`src/rtl/llr_frame_buffer.sv`:
```
// llr_frame_buffer: assembles N_LLRS-wide LLR beats into N_V-LLR codeword
// frames and holds up to N_BUF complete frames for the min-sum decoder.
//
// Handshakes (both sides):
//   Input side: a beat transfers on a rising edge where data_valid && data_ready.
//   data_ready is registered. It never depends on data_valid in the same cycle.
//   Output side: a frame transfers on a rising edge where frame_valid && frame_ready.
//   frame_out stays stable from the cycle frame_valid rises until that transfer.
//   No output has a combinational path from any input.
module llr_frame_buffer #(
  parameter int WIDTH  = 8,
  parameter int N_LLRS = 4,
  parameter int N_V    = 31,
  parameter int N_BUF  = 2
) (
  input  logic                         clk,
  input  logic                         rst,
  input  logic [N_LLRS*WIDTH-1:0]      llr,
  input  logic                         first_data,
  input  logic                         data_valid,
  output logic                         data_ready,
  output logic [N_V*WIDTH-1:0]         frame_out,
  output logic                         frame_valid,
  input  logic                         frame_ready,
  output logic                         frame_err,
  output logic [$clog2(N_BUF+1)-1:0]   buf_count
);

  // The last beat of a frame may be only partly used. Lanes past N_V are
  // never written because each LLR index selects its own beat and lane.
  localparam int BEATS = (N_V + N_LLRS - 1) / N_LLRS;
  localparam int CW    = (BEATS > 1) ? $clog2(BEATS) : 1;
  localparam int PW    = (N_BUF > 1) ? $clog2(N_BUF) : 1;
  localparam int NW    = $clog2(N_BUF + 1);
  localparam int FW    = N_V * WIDTH;

  logic [CW-1:0] beat_cnt;
  logic [PW-1:0] wr_ptr;
  logic [PW-1:0] rd_ptr;
  logic [FW-1:0] buf_mem [N_BUF];

  logic          accept;
  logic          consume;
  logic          restart;
  logic          drop;
  logic          store;
  logic          complete;
  logic [CW-1:0] wr_beat;
  logic [NW-1:0] buf_count_next;

  function automatic logic [PW-1:0] ptr_inc(input logic [PW-1:0] p);
    return (p == PW'(N_BUF - 1)) ? '0 : p + 1'b1;
  endfunction

  // Decode the accepted beat against the frame-sync rules.
  always_comb begin
    accept   = data_valid && data_ready;
    consume  = frame_valid && frame_ready;
    // first_data always restarts at beat 0. A restart mid-frame discards the
    // partial frame but keeps the same write buffer.
    restart  = accept && first_data && (beat_cnt != '0);
    // A continuation beat with no frame in progress has no position to go to.
    drop     = accept && !first_data && (beat_cnt == '0);
    store    = accept && !drop;
    wr_beat  = first_data ? '0 : beat_cnt;
    complete = store && (wr_beat == CW'(BEATS - 1));
  end

  // Occupancy after this edge: completion and consumption cancel out.
  always_comb begin
    buf_count_next = buf_count;
    if (complete && !consume) begin
      buf_count_next = buf_count + 1'b1;
    end else if (!complete && consume) begin
      buf_count_next = buf_count - 1'b1;
    end
  end

  assign frame_valid = (buf_count != '0);
  // When buf_count > 0, rd_ptr never points to the buffer being filled, so
  // frame_out cannot change while a frame waits for frame_ready.
  assign frame_out   = buf_mem[rd_ptr];

  // Control state: beat position, ping-pong pointers, occupancy and flags.
  always_ff @(posedge clk or negedge rst) begin
    if (!rst) begin
      beat_cnt   <= '0;
      wr_ptr     <= '0;
      rd_ptr     <= '0;
      buf_count  <= '0;
      data_ready <= 1'b0;
      frame_err  <= 1'b0;
    end else begin
      frame_err  <= restart || drop;
      buf_count  <= buf_count_next;
      data_ready <= (buf_count_next < NW'(N_BUF));
      if (store) begin
        beat_cnt <= complete ? '0 : wr_beat + 1'b1;
      end
      if (complete) begin
        wr_ptr <= ptr_inc(wr_ptr);
      end
      if (consume) begin
        rd_ptr <= ptr_inc(rd_ptr);
      end
    end
  end

  // Frame storage: write each LLR whose home beat matches the stored beat.
  always_ff @(posedge clk or negedge rst) begin
    if (!rst) begin
      for (int b = 0; b < N_BUF; b++) begin
        buf_mem[b] <= '0;
      end
    end else if (store) begin
      for (int i = 0; i < N_V; i++) begin
        if (wr_beat == CW'(i / N_LLRS)) begin
          buf_mem[wr_ptr][i*WIDTH +: WIDTH] <= llr[(i % N_LLRS)*WIDTH +: WIDTH];
        end
      end
    end
  end

endmodule

```
`config.mk`:
```
export PLATFORM = sky130hd
export DESIGN_NAME = llr_frame_buffer
export DESIGN_NICKNAME = d
export VERILOG_FILES = /design/src/rtl/llr_frame_buffer.sv
export SDC_FILE = /design/constraint.sdc
export NUM_CORES = 1
export LEC_CHECK = 0
export ABC_AREA = 1
export BUFFER_PORTS_ARGS = -buffer_cell sky130_fd_sc_hd__buf_2
export CELL_PAD_IN_SITES_DETAIL_PLACEMENT = 1
export CELL_PAD_IN_SITES_GLOBAL_PLACEMENT = 2
export CORE_ASPECT_RATIO = 1.75
export CORE_MARGIN = 1.5
export CORE_UTILIZATION = 25
export DETAILED_ROUTE_END_ITERATION = 12
export PLACE_DENSITY_LB_ADDON = 0.1
export SKIP_CTS_REPAIR_TIMING = 1
export SLEW_MARGIN = 20
export SYNTH_ARGS = -nofsm -noshare
export SYNTH_HDL_FRONTEND = slang
export SYNTH_SLANG_ARGS = --single-unit
```
`constraint.sdc`:
```
create_clock -name clk -period 2.3 [get_ports clk]
set_input_delay 0.23 -clock clk [delete_from_list [all_inputs] [get_ports clk]]
set_output_delay 0.23 -clock clk [all_outputs]
set_load 0.03 [all_outputs]
```
=== Yosys cells after proc, flatten, opt, wreduce, memory -nomap -nowiden ===
Index checks and enable logic that the tools add are counted.

* Latch bits: 0
* Flip-flop bits (word level): 505
* Memories kept: 0
* Memory bits (writable): 0
* Bits in read-only memories: 0
* Input port bits: 37

* Bitwise operators: 2
* Divide/modulo/power cells: 0
* Multiply operators: 0
* Eq/ne operators: 7
* $lt $le $gt $ge: 4
* Reductions and logical operators: 20
* Mux-type cells: 163
* Shifts and indexed selects: 0
* $add $sub $neg: 5

{| class="wikitable"
|+ Operator list
! cell !! count
|-
| 496-bit two-way mux || 61
|-
| 496-bit bitwise mux || 31
|-
| 248-bit demux with 1-bit select || 31
|-
| 248-bit two-way mux || 4
|-
| 240-bit two-way mux || 1
|-
| 232-bit two-way mux || 1
|-
| 224-bit two-way mux || 1
|-
| 216-bit two-way mux || 1
|-
| 208-bit two-way mux || 1
|-
| 200-bit two-way mux || 1
|-
| 192-bit two-way mux || 1
|-
| 184-bit two-way mux || 1
|-
| 176-bit two-way mux || 1
|-
| 168-bit two-way mux || 1
|-
| 160-bit two-way mux || 1
|-
| 152-bit two-way mux || 1
|-
| 144-bit two-way mux || 1
|-
| 136-bit two-way mux || 1
|-
| 128-bit two-way mux || 1
|-
| 120-bit two-way mux || 1
|-
| 112-bit two-way mux || 1
|-
| 104-bit two-way mux || 1
|-
| 96-bit two-way mux || 1
|-
| 88-bit two-way mux || 1
|-
| other kinds (30) || 54
|}

=== Depth between registers and ports, before layout ===
Gate-level depths: netlist of the first run.

* Depth after elaboration: 97
* Gate-level depth with buffers: 11
* Mapped depth without buffers: 11

=== Least setup slack after synthesis of the first run ===
OpenSTA, ideal clock, no wires.

* Path kind: register -> register
* From: register data_ready
* To: register data_ready
* Setup slack: 243 ps
* Cell stages (with the launch flop): 10
* Arrival time: 1938 ps
* Data required time: 2181 ps
* Library setup time: 119 ps
* Period minus slack after synthesis: 2057 ps
* Path through: dfrtp_1 -> nand2_1 -> nor2_1 -> nand3_2 -> buf_2 -> nand3_1 -> inv_1 -> ha_1 -> or2_2 -> o21a_1

* Word-level cells in the longest chain between the ends: 11
* Elaborated cells between the ends (all ways): 12

{| class="wikitable"
|+ RTL lines
! what !! line !! text
|-
| from (decl) || 21 || <nowiki>output logic data_ready,</nowiki>
|-
| from (signal assigned) || 96 || <nowiki>data_ready <= (buf_count_next < NW'(N_BUF));</nowiki>
|-
| 1-bit logical AND * || 57 || <nowiki>accept = data_valid && data_ready;</nowiki>
|-
| 1-bit logical AND (2 in a row) || 63 || <nowiki>drop = accept && !first_data && (beat_cnt == '0);</nowiki>
|-
| 1-bit logical NOT || 64 || <nowiki>store = accept && !drop;</nowiki>
|-
| 1-bit logical AND * || 64 ||
|-
| 1-bit logical AND * || 66 || <nowiki>complete = store && (wr_beat == CW'(BEATS - 1));</nowiki>
|-
| net complete || 47 || <nowiki>logic complete;</nowiki>
|-
| 1-bit logical NOT || 74 || <nowiki>end else if (!complete && consume) begin</nowiki>
|-
| 1-bit logical AND || 74 ||
|-
| 2-bit two-way mux || 74 ||
|-
| 2-bit two-way mux * || 72 || <nowiki>if (complete && !consume) begin</nowiki>
|-
| 2-bit < comparator * || 96 ||
|}

Mark *: on every way through the listed nets, which the timed path passes. The rest lies on a longest branch.
A chain may end at the register's enable or synchronous reset.

=== Worst setup path in the final report of the first run ===
* From: register rd_ptr
* To: output frame_out[189]

* Word-level cells in the longest chain between the ends: 4

{| class="wikitable"
|+ RTL lines
! what !! line !! text
|-
| from (decl) || 39 || <nowiki>logic [PW-1:0] rd_ptr;</nowiki>
|-
| from (signal assigned) || 104 || <nowiki>rd_ptr <= ptr_inc(rd_ptr);</nowiki>
|-
| 1-bit inverter with 2-bit output (not written as such) || 82 || <nowiki>assign frame_out = buf_mem[rd_ptr];</nowiki>
|-
| 248-bit two-way mux (not written as such) (3 in a row) || 82 ||
|-
| to (decl) || 22 || <nowiki>output logic [N_V*WIDTH-1:0] frame_out,</nowiki>
|}

Every way passes these cells. The select of a mux whose other input is x is not followed.

==> results of run 1 <==
-- area by class of cell --
cell class	count	area, µm²
multi-input cells	2316	9830
repair inverters	2	17.5
flip-flops and latches	505	12600
inverters	19	85.1
repair buffers	407	4020
diodes	1	2.50
well taps	1192	1490
clock buffers	85	1560
clock inverters	9	70.1
fillers	11000	62200
-- power by group --
part	switching (µW)	internal, µW
Combinational	2390	1080
Clock	3820	4710
Sequential	748	10300
Total	6970	16100
-- cells by family (layout without fill, tap and decap cells) --
| family | Yosys count | count (layout) | share of synthesized area [%] |
|---|---|---|---|
| buf+inv | 280 | 522 | 5.00 |
| flops | 505 | 505 | 54.3 |
| other cells | 0 | 1 | 0 |
| fa+ha+maj | 9 | 9 | 0.484 |
| xor+xnor | 1 | 1 | 0.0376 |
| simple gates | 2299 | 2299 | 40.0 |
| compound gates | 7 | 7 | 0.161 |
-- cell usage in the layout, fill, tap and decap left out, types with 14 or more instances in the layout --
cell type  instances
dfrtp_1          504
buf_12            46
buf_6             98
buf_2            130
clkbuf_16         63
inv_1             14
nand3_1          507
nand2_1         1678
buf_4             93
nand2_2           77
clkbuf_1          21
clkbuf_4          17
-- state kept, by name, summed over array words and instances, names as in the netlist, named ones only --
register and flops:
buf_mem 496, beat_cnt 3, buf_count 1, data_ready 1, frame_err 1, rd_ptr 1, wr_ptr 1
-- stage by stage --
stage / std cells / setup TNS (ns) / hold slack (ns)
after floorplan: 3101 / 0 / -0.0656
after global placement: 4410 / 0 / 0.316
after detailed placement: 4410 / 0 / 0.321
after CTS: 4504 / -40.79 / -0.356
after global routing: 4535 / -1.31 / 0.0571
final: 4536 / -0.00153 / 0.0643
-- per-layer routing --
layer / part of all wire, % / global-route usage (%) / vias up
li1: - / - / 10100
met1: 44 / 27.5 / 10800
met2: 49 / 37.0 / 373
met4: 2.1 / 4.86 / 2
met3: 4.0 / 3.34 / 108
met5: 0.012 / 0 / -
-- worst max-delay path by stage --
stage,start,to,slack [ns]
floorplan,data_ready,data_ready,0.24
global placement,first_data,data_ready,0.27
detailed placement,first_data,data_ready,0.20
CTS,rd_ptr,frame_out[41],-0.40
global route,rd_ptr,frame_out[193],-0.08
finish,rd_ptr,frame_out[189],-0.002
-- worst max-delay path, cell delays in order (launching register included) --
cell	delay, ns
dfrtp_4	0.57
clkinv_8	0.15
buf_16	0.19
clkbuf_16	0.19
nand2_1	0.07
nand2_2	0.11
buf_6	0.15
==> metrics.txt, run 1 <==
Crit Path Class=register to primary output; FF+latch count, synth=505; critical path endpoint category=primary output; Placeable Area=slightly above 90,000 µm²; antenna violations before repair=3; Setup WS pre-CTS=0.195 ns; Post-Syn Area=~23,000 µm²; ys flop type=dfrtp_1; Synth Area per Inst=between 7 and 8 µm²; cell count of the worst hold path=3; status=finished, violations left; RSZ-0062 raised after global routing=true; Clock Path Buffers=3; Hold Startpoint=frame_ready; Achievable Freq=roughly 430 MHz; Worst R2R Path Depth=9; gr usage total=between 20% and 30%; Overall Power=23,000 µW; clk_lat worst skew=just over 0.6 ns; Final min period=2.30 ns; Critical R2R Launch=beat_cnt[0]; pin count of the biggest net entering global routing=108; share of cells above drive strength 1=roughly 18%; CP Max Fanout=9; crit path launch type=register; # H-tree levels=2; Hold WC Path Type=input pin to register; wire length per cell=23.0 µm; die width=~230 µm; final wirelength=104,000 µm; leading area contributor after synthesis=dfrtp_1; Clock Sinks=between 500 and 600; Die ar.=~95,000 µm²; GRT overflow=0; Data required, critical path=between 2 and 2.5 ns; count of final hold-check violations=0; Worst Tran Pin Value=between 0.8 and 0.9 ns; vias in the first global route=between 20,000 and 25,000; cts bufs inserted=53; RePlAce Congestion=a little under 0.8; period utilisation layout=100%; DRC viols=0; reg2reg setup slack=0.20 ns; area delta synth->final=27.7%; post-synth cell types=21; clock transition at the registers of the reported paths=roughly 0.060 ns; PnR worst setup slack=-0.00153 ns; DR vias=roughly 21,000; post-synthesis sequential area ratio=a little over half; Max VDD drop=0.515 mV; initial core utilization=25.3%; Mapped Nets=approximately 3,100; most frequent cells after synthesis=nand2_1, nand3_1, dfrtp_1, clkbuf_1, buf_2; Final #Nets=between 3,000 and 4,000; power density cells=between 700 and 800 nW/µm²; Synth top area share=between 50 and 60%; Synth warnings=0; Slew headroom=between 40 and 50%; HPWL after detailed placement=between 60,000 and 70,000 µm; root buffer cell=clkbuf_16; Post-Syn Instances=a little over 3,000; finished layout cell area=29,700 µm²; EDFF count, synth=0; CTS tree=done; Setup Viol. Count Final=1; top cells by area, synth=dfrtp_1, nand2_1, nand3_1; Crit path arrival time=slightly above 2 ns; Final Util=approximately a third; Slew Viols, Final=0; violated checks=setup timing; max_cap viols=0; Critical R2R Capture=data_ready; initial drt markers=about 1,100; post-DR vias/cell=~4.7; I/O pin count=290; Lkg Pwr=between 0.015 and 0.02 µW; die height=around 400 µm; first-pass GRT wire length=roughly 150,000 µm; sink of the worst hold path=rd_ptr; ys async rst share=100%; clock skew=roughly 0.012 ns; Detailed Routing Iterations Pass 1=4; top-count cell post-synth=nand2_1; post-route ant nets=0; num rows=~150; port buffer count=between 200 and 300; Placed Area=around 27,000 µm²
No activity file was read; power rests on OpenSTA's default activity.
==> run 2: changes to the inputs <==
==> constraint.sdc (replaced) <==
create_clock -name clk -period 2.4 [get_ports clk]
set_input_delay 0.24 -clock clk [delete_from_list [all_inputs] [get_ports clk]]
set_output_delay 0.24 -clock clk [all_outputs]
set_load 0.03 [all_outputs]
==> run 2 against run 1 <==
Net effect: the flow now finishes without violations; via count down 0.74%; register-to-register slack better by 0.05 ns; cell count down 0.24%; clock-buffer cell count down 4; first-iteration DRC count up 8.1%; non-clock buffer count down 11; worst hold slack worse by 0.035 ns; critical endpoint is now frame_out[30]; largest power group unchanged.
==> metrics.txt, run 2 (same netlist as run 1, synthesis figures left out) <==
status=complete, no violations; DR vias=21,100 (-0.74%); post-DR vias/cell=4.67 (-0.50%); root buffer cell=clkbuf_16; power density cells=787 nW/µm² (+1.6%); Hold Startpoint=frame_ready; Slew headroom=46.4% (+1.7 points); area delta synth->final=23.1%; die width=234 µm (unchanged); RSZ-0062 raised after global routing=true; clock share of power=39.2% (+2.1 points); initial drt markers=1,204 (+8.1%); met3 wire length=3860 µm (-8.3%); Crit path arrival time=2.13 ns (+0.06 ns); Comb pwr share=14.0% (-1.1 points); Hold WC Path Type=input pin to register; Buf/Inv on CP=4 (unchanged); PnR worst setup slack=0.0346 ns (+0.0361 ns); HPWL after detailed placement=62,500 µm (-0.19%); Crit-path slowest cell=dfrtp_4; post-route ant nets=0 (unchanged); Data required, critical path=2.16 ns (+0.09 ns); num rows=147 (unchanged); Worst R2R Path Depth=8 (-1); DRC viols=0 (unchanged); Post-Place Cells=4,409 (-0.023%); gr usage total=21.2% (-0.082 points); Clock Sinks=505 (unchanged); Detailed Routing Iterations Pass 1=5 (+1); wire length per cell=22.6 µm (-1.6%); Setup Viol. Count Final=0 (-1); routed wl met2=50,800 µm (-1.5%); clk_lat worst skew=0.64 ns (+0.02 ns); final wirelength=102,000 µm (-1.8%); Crit Path Class=register to primary output; cts bufs inserted=54 (+1.9%); critical path endpoint category=primary output; crit path launch type=register; Clock Path Buffers=3 (unchanged); Max VDD drop=0.527 mV (+2.3%); Net Sw Power=6710 µW (-3.7%); period utilisation layout=about 99%; die height=407 µm (unchanged); internal power=15,800 µW (-1.4%); Die ar.=95,000 µm² (unchanged); I/O pin count=290 (unchanged); Largest register FFs=496 (unchanged); antenna violations before repair=1 (-2); clock skew=0.0204 ns (+0.00824 ns); sequential power share=46.8% (-1.1 points); count of final hold-check violations=0 (unchanged); fillers=11,200 (+1.8%); largest registers=buf_mem (496), beat_cnt (3); reg2reg setup slack=0.25 ns (+0.05 ns); CP Cell Sequence=clkinv_16, buf_16, buf_4, nand2_1, nand2_1, clkbuf_4; commonest non-fill, non-tap cell in the layout=nand2_1; Critical R2R Capture=data_ready; Fin Setup TNS=0 ns (+0.00153 ns); Lkg Pwr=0.0165 µW (-0.54%); max_cap viols=0 (unchanged); port buffer count=289 (unchanged); # H-tree levels=2 (unchanged); Setup WS pre-CTS=0.260 ns (+0.0652 ns); pin count of the biggest net entering global routing=169 (+56%); sw frac=29.7% (-0.51 points); CP max stage delay=0.58 ns (about the same); commonest non-fill, non-tap cells in the layout=nand2_1, nand3_1, dfrtp_1; crit-path most repeated cell=nand2_1; cell count of the worst hold path=3 (unchanged); Worst Tran Pin Value=0.803 ns (-0.0256 ns); CP Max Fanout=14 (+5); Slew Viols, Final=0 (unchanged); CTS tree=done; GRT overflow=0 (unchanged); Highest Signal Layer=met5; RePlAce Congestion=0.749 (-3.1%); Placeable Area=92,000 µm² (unchanged); CP delay by family, top=buffers and inverters; filler-free cell count of the finished design=4,525 (-0.24%); Critical R2R Launch=data_ready; share of cells above drive strength 1=15.5% (-2.3 points); first-pass GRT wire length=150,000 µm (-0.16%); Achievable Freq=between 400 and 500 MHz; Largest Register=buf_mem; WL met1=45,400 µm (-1.6%); Final min period=2.37 ns; initial core utilization=25.3% (unchanged); vias in the first global route=22,600 (-0.45%); sink of the worst hold path=rd_ptr; clock transition at the registers of the reported paths=0.06 ns (about the same); Final #Nets=3,339 (-0.33%)
## run 2: cell count changes in the layout (fill, tap and decap cells not counted), sizes merged
cell,change
clkinvlp,+1
clkinv,+1
bufinv,+3
buf,-15
inv,-1
## run 2: worst max path at each step
stage,from,end,slack (ns),cells after the start
floorplan,data_ready,data_ready,0.34,9
global placement,data_ready,data_ready,0.25,8
detailed placement,data_ready,data_ready,0.26,8
CTS,rd_ptr,frame_out[106],-0.35,5
global route,rd_ptr,frame_out[45],-0.05,6
finish,rd_ptr,frame_out[30],0.03,6
## run 2: tightest hold or removal path: cells and delay by family
| kind | cells | cell delay, ns |
|---|---|---|
| simple gates | 1 | 0.14 |
| buf+inv | 1 | 0.15 |
| xor+xnor | 1 | 0.08 |
## run 2: power groups by stage
stage / sequential [µW] / clock (µW) / combinational (µW)
CTS: 10600 / 9170 / 3230
global placement: 10700 / 0 / 3100
global route: 10700 / 9420 / 3600
floorplan: 10500 / 0 / 2020
finish: 10600 / 8830 / 3160
detailed placement: 10700 / 0 / 3220
## run 2: layer usage
metal | global-route usage [%] | vias up
met2 | 36.6 | 361
met3 | 3.09 | 97
met5 | 0 | -
met4 | 5.36 | 2
li1 | - | 10000
met1 | 27.5 | 10600
## run 2: per-stage QoR
| stage | utilization, % | total power, µW | hold slack (ns) | area [µm²] |
|---|---|---|---|---|
| 6_report | 31.1 | 22500 | 0.0294 | 28600 |
| 5_1_grt | 31.1 | 23800 | 0.0250 | 28600 |
| 4_1_cts | 30.6 | 23000 | -0.517 | 28100 |
| 3_5_place_dp | 28.6 | 13900 | 0.166 | 26300 |
| 3_3_place_gp | 28.6 | 13800 | 0.161 | 26300 |
| 2_1_floorplan | - | 12500 | -0.0556 | 23300 |
## run 2: final cells by class
type,instances,area (µm²),area share [%]
sequential,505,12600,44.1
clock inverter,14,173,0.603
timing repair inverter,1,11.3,0.0393
tap,1192,1490,5.21
antenna,1,2.50,0.00874
timing repair buffer,396,2980,10.4
clock buffer,81,1630,5.68
multi-input combinational,2316,9620,33.6
inverter,19,98.8,0.345
==> run 3: changes to the inputs <==
--- a/config.mk
+++ b/config.mk
@@ -7,8 +7,8 @@
 export LEC_CHECK = 0
 export ABC_AREA = 1
 export BUFFER_PORTS_ARGS = -buffer_cell sky130_fd_sc_hd__buf_2
-export CELL_PAD_IN_SITES_DETAIL_PLACEMENT = 1
-export CELL_PAD_IN_SITES_GLOBAL_PLACEMENT = 2
+export CELL_PAD_IN_SITES_DETAIL_PLACEMENT = 0
+export CELL_PAD_IN_SITES_GLOBAL_PLACEMENT = 1
 export CORE_ASPECT_RATIO = 1.75
 export CORE_MARGIN = 1.5
 export CORE_UTILIZATION = 25
==> constraint.sdc (replaced) <==
create_clock -name clk -period 2.6 [get_ports clk]
set_input_delay 0.26 -clock clk [delete_from_list [all_inputs] [get_ports clk]]
set_output_delay 0.26 -clock clk [all_outputs]
set_load 0.03 [all_outputs]
==> run 3 against run 2 <==
Net effect: first-iteration DRC count grew 12%; cell count down 0.53%; global-route usage is 0.92 points lower; sequential power fell by 8%; utilization shrank 0.80 points; wire length down 6.4%; clock power down 11%; sequential cell count is the same; total power decreased by 9.2%; setup slack gained 0.085 ns; cell area shrank 2.6%; clock-buffer cell count grew 14.
==> metrics.txt, run 3 (same netlist as run 1, synthesis figures left out) <==
CTS tree=done; Die ar.=95,000 µm² (unchanged); largest registers=buf_mem (496), beat_cnt (3); RePlAce Congestion=0.741 (-1.2%); Detailed Routing Iterations Pass 1=5 (unchanged); vias in the first global route=20,800 (-8.0%); clock transition at the registers of the reported paths=0.07 ns (about the same); Final min period=between 2 and 2.5 ns; FF/Latch Area=12,600 µm² (unchanged); antenna violations before repair=4 (+3); Slew Viols, Final=0 (unchanged); max_cap viols=0 (unchanged); die width=234 µm (unchanged); Lkg Pwr=0.0162 µW (-1.8%); Final #Nets=3,310 (-0.87%); GRT overflow=0 (unchanged); Max VDD drop=0.450 mV (-15%); num rows=147 (unchanged); clock skew=0.0146 ns (-0.00578 ns); root buffer cell=clkbuf_16; gr usage total=20.3% (-0.92 points); post-DR vias/cell=4.65 (-0.39%); commonest non-fill, non-tap cells in the layout=nand2_1, nand3_1, dfrtp_1; Placeable Area=92,000 µm² (unchanged); Data required, critical path=2.34 ns (+0.18 ns); cts bufs inserted=54 (unchanged); crit path launch type=register; RSZ-0062 raised after global routing=false; Final Util=30.3% (-0.80 points); initial drt markers=1,350 (+12%); first-pass GRT wire length=143,000 µm (-5.3%); period utilisation layout=a little over nine tenths; # H-tree levels=2 (unchanged); final wirelength=95,700 µm (-6.4%); CP Max Fanout=85 (+71); port buffer count=289 (unchanged); post-route ant nets=0 (unchanged); initial core utilization=25.3% (unchanged); clk_lat worst skew=0.64 ns (about the same); pin count of the biggest net entering global routing=135 (-20%); commonest non-fill, non-tap cell in the layout=nand2_1; DRC viols=0 (unchanged); DR vias=20,900 (-0.92%); Placed Area=26,100 µm² (-0.66%); Achievable Freq=between 400 and 500 MHz; Crit Path Class=register to primary output; Clock Sinks=505 (unchanged); I/O pin count=290 (unchanged); Setup Viol. Count Final=0 (unchanged); wire length per cell=21.3 µm (-5.9%); Crit path arrival time=2.22 ns (+0.09 ns); HPWL after detailed placement=57,400 µm (-8.2%); Fin Setup TNS=0 ns (unchanged); finished layout cell area=27,900 µm² (-2.6%); Worst Tran Pin Value=0.716 ns (-0.0869 ns); area of the multi-input gates=9620 µm² (unchanged); Slew headroom=52.2% (+5.8 points); power density cells=734 nW/µm² (-6.8%); status=complete, no violations; count of final hold-check violations=0 (unchanged); area delta synth->final=19.9%; critical path endpoint category=primary output; fillers=9,916 (-11%); share of cells above drive strength 1=14.5% (-1.0 points); Largest Register=buf_mem; Hold WC Path Type=input pin to register; Clock Path Buffers=3 (unchanged); Largest register FFs=496 (unchanged); die height=407 µm (unchanged)
[run 3: cell types whose count changed in the layout (fill, tap and decap cells not counted), moves of 6 or more]
cell	delta
buf_2	+44
clkbuf_4	-24
buf_4	-21
buf_6	-9
clkbuf_1	+9
clkbuf_16	-7
buf_16	-6
[run 3: power by group]
part	switching [µW]	total [µW]	leakage, µW	internal, µW
sequential	633	9720	0.00683	9090
combinational	2040	2860	0.00848	823
clock	3420	7890	0.000859	4470
total	6090	20500	0.0162	14400
[run 3: final cells by class]
class / instances / share of cell area [%]
well taps: 1192 / 5.34
diodes: 1 / 0.00897
flip-flops and latches: 505 / 45.3
inverters: 19 / 0.287
clock inverters: 5 / 0.0986
multi-input cells: 2316 / 34.5
clock buffers: 95 / 6.20
repair buffers: 368 / 8.30
[run 3: worst paths after layout]
| path | startpoint | cells after the start | end | slack [ns] |
|---|---|---|---|---|
| setup / recovery | rd_ptr | 4 | frame_out[155] | 0.12 |
| hold / removal | frame_ready | 3 | rd_ptr | 0.03 |
| setup reg to reg | beat_cnt[0] | 9 | data_ready | 0.51 |
| hold reg to reg | buf_mem[103] | 2 | buf_mem[103] | 0.47 |
| max in group asynchronous | rst | 4 | buf_mem[406] | 1.40 |
| min in group asynchronous | rst | 2 | buf_mem[233] | 0.17 |
[run 3: critical path, cell delays in order, from the launching register on]
cell and delay, ns:
dfrtp_4 0.52, buf_12 0.37, nand2_1 0.12, nand2_1 0.21, buf_2 0.24
[run 3: layer usage]
| metal | global-route usage, % | vias up | wire length (µm) |
|---|---|---|---|
| li1 | - | 9990 | - |
| met1 | 27.0 | 10200 | 42200 |
| met2 | 33.2 | 649 | 45200 |
| met3 | 3.39 | 128 | 5190 |
| met4 | 6.50 | 6 | 3030 |
| met5 | 0 | - | 31 |
[run 3: stage by stage]
step	hold WS, ns	setup slack (ns)	total power [µW]	cells
3_5_place_dp	0.233	0.494	12800	4398
5_1_grt	0.0272	0.0283	21600	4501
4_1_cts	-0.451	0.0394	20800	4498
2_1_floorplan	-0.0356	0.543	11600	3101
6_report	0.0302	0.120	20500	4501
3_3_place_gp	0.237	0.507	12700	4398
